<file path="src/rtl/poly_pkg.sv">
// Shared definitions for the polyphase interpolator/decimator controllers:
// state encoding, default geometry and a width helper.
package poly_pkg;

  typedef enum logic [1:0] {
    ST_IDLE  = 2'd0,
    ST_LOAD  = 2'd1,
    ST_FILL  = 2'd2,
    ST_VALID = 2'd3
  } poly_state_e;

  localparam int DEF_INTERP_L   = 8;
  localparam int DEF_PIPE_DEPTH = 4;

  // Bits needed to index n values; never less than one so ports stay legal.
  function automatic int poly_clog2(input int n);
    int r;
    r = 0;
    for (int i = 1; i < n; i = i * 2) r++;
    return (r < 1) ? 1 : r;
  endfunction

endpackage

</file>
<file path="src/rtl/poly_phase_cnt.sv">
// Modulo-MODULUS phase counter with synchronous clear and enable; last_o flags
// the final phase. Shared by the interpolator and decimator controllers.
module poly_phase_cnt #(
  parameter int MODULUS = 8,
  parameter int CNT_W   = 3
) (
  input  logic             clk_i,
  input  logic             rst_ni,
  input  logic             clr_i,
  input  logic             en_i,
  output logic [CNT_W-1:0] cnt_o,
  output logic             last_o
);

  localparam logic [CNT_W-1:0] CNT_MAX = CNT_W'(MODULUS - 1);

  logic [CNT_W-1:0] cnt_q, cnt_d;

  // Wrap on >= so a corrupted count can never run past the top phase.
  always_comb begin
    cnt_d = cnt_q;
    if (clr_i) begin
      cnt_d = '0;
    end else if (en_i) begin
      cnt_d = (cnt_q >= CNT_MAX) ? '0 : cnt_q + CNT_W'(1);
    end
  end

  always_ff @(posedge clk_i or negedge rst_ni) begin
    if (!rst_ni) begin
      cnt_q <= '0;
    end else begin
      cnt_q <= cnt_d;
    end
  end

  assign cnt_o  = cnt_q;
  assign last_o = (cnt_q == CNT_MAX);

endmodule

</file>
<file path="src/rtl/poly_phase_ctrl.sv">
// Polyphase FIR interpolator controller: one input sample per Data_RDY, INTERP_L
// outputs (one per coefficient phase) delivered over a valid/ready handshake.
module poly_phase_ctrl
  import poly_pkg::*;
#(
  parameter int INTERP_L   = DEF_INTERP_L,
  parameter int PIPE_DEPTH = DEF_PIPE_DEPTH,
  parameter int PHASE_W    = poly_clog2(INTERP_L)
) (
  input  logic               CLOCK,
  input  logic               RESET_N,
  input  logic               Data_RDY,
  input  logic               bypass,
  input  logic               out_ready,
  input  logic               ovr_clr,
  output logic               FIR_en,
  output logic [PHASE_W-1:0] phase,
  output logic               sample_rdy,
  output logic               last,
  output logic               busy,
  output logic               overrun,
  output logic               overrun_flag,
  output poly_state_e        state_dbg
);

  // Handshake: an output word moves when sample_rdy && out_ready at a rising
  // edge; sample_rdy, phase and last hold steady until that happens.

  localparam int               FILL_W    = poly_clog2(PIPE_DEPTH);
  localparam logic [FILL_W-1:0] FILL_LOAD = FILL_W'(PIPE_DEPTH - 1);

  poly_state_e       state_q, state_d;
  logic [FILL_W-1:0] fill_q, fill_d;
  logic              bypass_q, bypass_d;
  logic              ovr_q, ovr_flag_q;
  logic              cnt_clr, cnt_en, phase_last, drop, xfer;

  poly_phase_cnt #(
    .MODULUS(INTERP_L),
    .CNT_W  (PHASE_W)
  ) u_phase_cnt (
    .clk_i (CLOCK),
    .rst_ni(RESET_N),
    .clr_i (cnt_clr),
    .en_i  (cnt_en),
    .cnt_o (phase),
    .last_o(phase_last)
  );

  assign FIR_en       = (state_q == ST_LOAD);
  assign sample_rdy   = (state_q == ST_VALID);
  assign last         = sample_rdy & (phase_last | bypass_q);
  assign busy         = (state_q != ST_IDLE);
  assign overrun      = ovr_q;
  assign overrun_flag = ovr_flag_q;
  assign state_dbg    = state_q;
  assign xfer         = sample_rdy & out_ready;

  always_comb begin
    state_d  = state_q;
    fill_d   = fill_q;
    bypass_d = bypass_q;
    cnt_clr  = 1'b0;
    cnt_en   = 1'b0;
    drop     = 1'b0;
    case (state_q)
      ST_IDLE: begin
        if (Data_RDY) begin
          state_d  = ST_LOAD;
          bypass_d = bypass;
          cnt_clr  = 1'b1;
        end
      end
      ST_LOAD: begin
        drop    = Data_RDY;
        state_d = ST_FILL;
        fill_d  = FILL_LOAD;
      end
      ST_FILL: begin
        drop = Data_RDY;
        if (fill_q == '0) begin
          state_d = ST_VALID;
        end else begin
          fill_d = fill_q - FILL_W'(1);
        end
      end
      ST_VALID: begin
        if (xfer && last) begin
          // A sample arriving exactly on the final handshake chains straight in.
          cnt_clr = 1'b1;
          if (Data_RDY) begin
            state_d  = ST_LOAD;
            bypass_d = bypass;
          end else begin
            state_d = ST_IDLE;
          end
        end else begin
          drop = Data_RDY;
          if (xfer) begin
            cnt_en  = 1'b1;
            fill_d  = FILL_LOAD;
            state_d = ST_FILL;
          end
        end
      end
      default: begin
        state_d = ST_IDLE;
        cnt_clr = 1'b1;
      end
    endcase
  end

  always_ff @(posedge CLOCK or negedge RESET_N) begin
    if (!RESET_N) begin
      state_q    <= ST_IDLE;
      fill_q     <= '0;
      bypass_q   <= 1'b0;
      ovr_q      <= 1'b0;
      ovr_flag_q <= 1'b0;
    end else begin
      state_q  <= state_d;
      fill_q   <= fill_d;
      bypass_q <= bypass_d;
      ovr_q    <= drop;
      // A new overrun outranks a clear in the same cycle.
      if (drop) begin
        ovr_flag_q <= 1'b1;
      end else if (ovr_clr) begin
        ovr_flag_q <= 1'b0;
      end
    end
  end

endmodule

</file>
<file path="config.mk">
export PLATFORM = sky130hd
export DESIGN_NAME = poly_phase_ctrl
export DESIGN_NICKNAME = d
export VERILOG_FILES = /design/src/rtl/poly_pkg.sv /design/src/rtl/poly_phase_cnt.sv /design/src/rtl/poly_phase_ctrl.sv
export SDC_FILE = /design/constraint.sdc
export NUM_CORES = 1
export LEC_CHECK = 0
export BUFFER_PORTS_ARGS = -buffer_cell sky130_fd_sc_hd__buf_2
export CAP_MARGIN = 25
export CORE_MARGIN = 2
export CORE_UTILIZATION = 30
export CTS_CLUSTER_DIAMETER = 100
export CTS_CLUSTER_SIZE = 25
export DETAILED_ROUTE_END_ITERATION = 8
export GPL_ROUTABILITY_DRIVEN = 0
export PLACE_DENSITY = 0.61
export SLEW_MARGIN = 15
export SYNTH_ARGS = -nofsm -noshare
export SYNTH_HDL_FRONTEND = slang
export SYNTH_SLANG_ARGS = --single-unit
export TNS_END_PERCENT = 20
</file>
<file path="constraint.sdc">
create_clock -name CLOCK -period 6 [get_ports CLOCK]
set_clock_uncertainty 0.1 [all_clocks]
set_input_delay 1.2 -clock CLOCK [delete_from_list [all_inputs] [get_ports CLOCK]]
set_output_delay 1.2 -clock CLOCK [all_outputs]
set_load 0.005 [all_outputs]
</file>
==> impl_metrics.ini <==
[grt]
grt_pass1_vias = 550
overflow = 0
antenna_found_initial = 0
grt_max_degree = 15
track_usage_pct = 12.4
grt_pass1_wl_um = 2330

[synth]
avgSynthCellArea_um2 = 9.70
synth_fp_nets = 83
synth-async-reset-ratio_pct = 100
synth_area_um2 = 669
synth_common_cells = dfrtp_1, ha_1, inv_1
yosysUniqueCellTypes = 31
synth_top_area_share_pct = 37.4
synth_edf_count = 0
synth_most_common_cell = dfrtp_1
yosys_register_bits = 10
synth_warnings = 0
synth_largest_area_cell = dfrtp_1
synth_flop_cell = dfrtp_1
syn_inst = 69
synth_seq_area_share_pct = 37.4
synthTopCellsByArea = dfrtp_1, ha_1, inv_1

[pwr]
p_leak_nw = 0.398
ir_drop_mv = 0.231
total_power_mw = 0.367
p_per_area_nw_per_um2 = 457

[critical_path]
start_kind = register
cpMostUsedCell = ha_1
end_kind = output port
crit_type = register to output port
critical_path_required_ps = 4700
crit_slowest_cell = dfrtp_1
crit_chain = ha_1 -> ha_1 -> o21a_1 -> buf_2
path_max_fanout = 8
slowest_delay_ps = 420
worstPathArrival_ps = 1480

[run]
cap_violations = 0

[timing]
finalSetupViolCount = 0
report.final.slew_viol_count = 0
fin_crit_sh_pct = 46.4
tns_ps = 0
hold_violations = 0
relSlewSlack_pct = 73.3
rsz0062_at_grt = no
fmax_mhz = 359
fin_crit_ps = 2780
worst_slew_pin_slew_ps = 391

[final_layout]
num-nets-final = 103
instances_no_fill = 115
fin_area_um2 = 803
diodes = 0
areaGrowthSynthToFinish_pct = 20.0
drive_gt1_share_pct = 25.3

[placed_design]
dpl_cell_area_um2 = 781
io_buffers = 16
place_inst = 112
dpl.hpwl_um = 1090

[hold_path]
worst_hold_path_type = register to register

[routing]
first_iter_violations = 12
wl_per_cell_um = 12.1
first_pass_iters = 4
postRouteWirelength_um = 1390
vias_per_cell = 5.15
drc = 0
num_vias = 592
antenna_left = 0

[floorplanning]
start_util_pct = 30.9
pin_count = 17
core_area_um2 = 2170
dieHeight_um = 51.2
fp.dieW_um = 51.2
std_cell_rows = 17
die_area_um2 = 2630

[cts]
post_cts_buffers = 0
path_clk_slew_ps = 60
htree_levels = 1
cts_buffer_depth = 2
numCtsBuffers = 3
cts_tree = done
clkSinkCount = 10
cts-resized-gates = 0
cts-root-buf = clkbuf_4
cts_hold_buf = 0
clkLatencyLatePin_ps = 260

[run_status]
status = finished clean
## flip-flops by register name, indices dropped and copies added (netlist names)
name and flops:
bypass_q 1, fill_q 2, overrun 1, overrun_flag 1, state_dbg 2, u_phase_cnt.cnt_o 3
## logic make-up after synthesis
logic type / share of synthesized area [%]
AOI/OAI and AO/OA: 20.6
xor gates and xnor gates: 1.31
adders and majority gates: 15.0
buffers and inverters: 4.49
DFF: 37.4
muxes: 1.50
and+or+nand+nor: 19.8
## power breakdown
group,switching (mW),internal [mW]
Sequential,0.0268,0.0937
Combinational,0.104,0.0972
Clock,0.0222,0.0232
## cells in the final DEF (no fill, tap or decap)
cell       instances
a2111oi_0          2
a211oi_1           1
a21boi_0           1
a21o_1             1
a21oi_1            5
a221oi_1           1
a31oi_1            1
and3_2             1
and4bb_2           1
buf_2             16
clkbuf_4           3
dfrtp_1           10
ha_1               8
inv_1              7
mux2i_1            1
nand2_1            5
nand2b_1           1
nand3_1            3
nand4bb_1          1
nor2_1             3
nor2b_1            3
nor3_1             1
nor4_1             1
o211ai_1           1
o21a_1             1
o21ai_0            1
o22a_1             1
o32a_1             2
o32ai_1            1
or3b_1             1
or4_4              1
xnor2_1            1
## metrics by stage
step / setup slack, ps / hold slack (ps) / util (%)
floorplan: 3610 / 382 / -
global placement: 3500 / 398 / 36.0
detailed placement: 3500 / 414 / 36.0
CTS: 3200 / 429 / 37.0
global route: 3150 / 452 / 37.0
finish: 3220 / 423 / 37.0
## per-layer routing
metal / up-vias / wire length [um] / track usage (%)
met2: 21 / 673 / 19.5
met3: 2 / 81 / 5.26
met4: 0 / 15 / 6.58
li1: 293 / - / -
met1: 276 / 621 / 14.1
met5: - / 0 / 0
## worst paths after layout
check	startpoint	end	slack [ps]	cells past startpoint
min reg2reg	fill_q[1]	fill_q[1]	420	1
max reg2reg	u_phase_cnt.cnt_o[0]	fill_q[0]	3880	5
min in group asynchronous	RESET_N	fill_q[1]	690	1
max	u_phase_cnt.cnt_o[0]	last	3220	4
min	fill_q[1]	fill_q[1]	420	1
max in group asynchronous	RESET_N	u_phase_cnt.cnt_o[2]	4920	1
## final cells by class
| class | count | area [um2] |
|---|---|---|
| Clock buffer | 3 | 22.5 |
| Inverter | 7 | 26.3 |
| Sequential cell | 10 | 250 |
| Multi-Input combinational cell | 51 | 389 |
| Tap cell | 28 | 35.0 |
| Fill cell | 241 | 1370 |
| Timing Repair Buffer | 16 | 80.1 |
## worst max-delay path: cells and delay by family, from the launching register on
| family | cells | cell delay [ps] |
|---|---|---|
| buffers and inverters | 1 | 120 |
| AOI/OAI and AO/OA | 1 | 210 |
| DFF | 1 | 420 |
| adders and majority gates | 2 | 480 |
(Power assumes the default switching activity.)
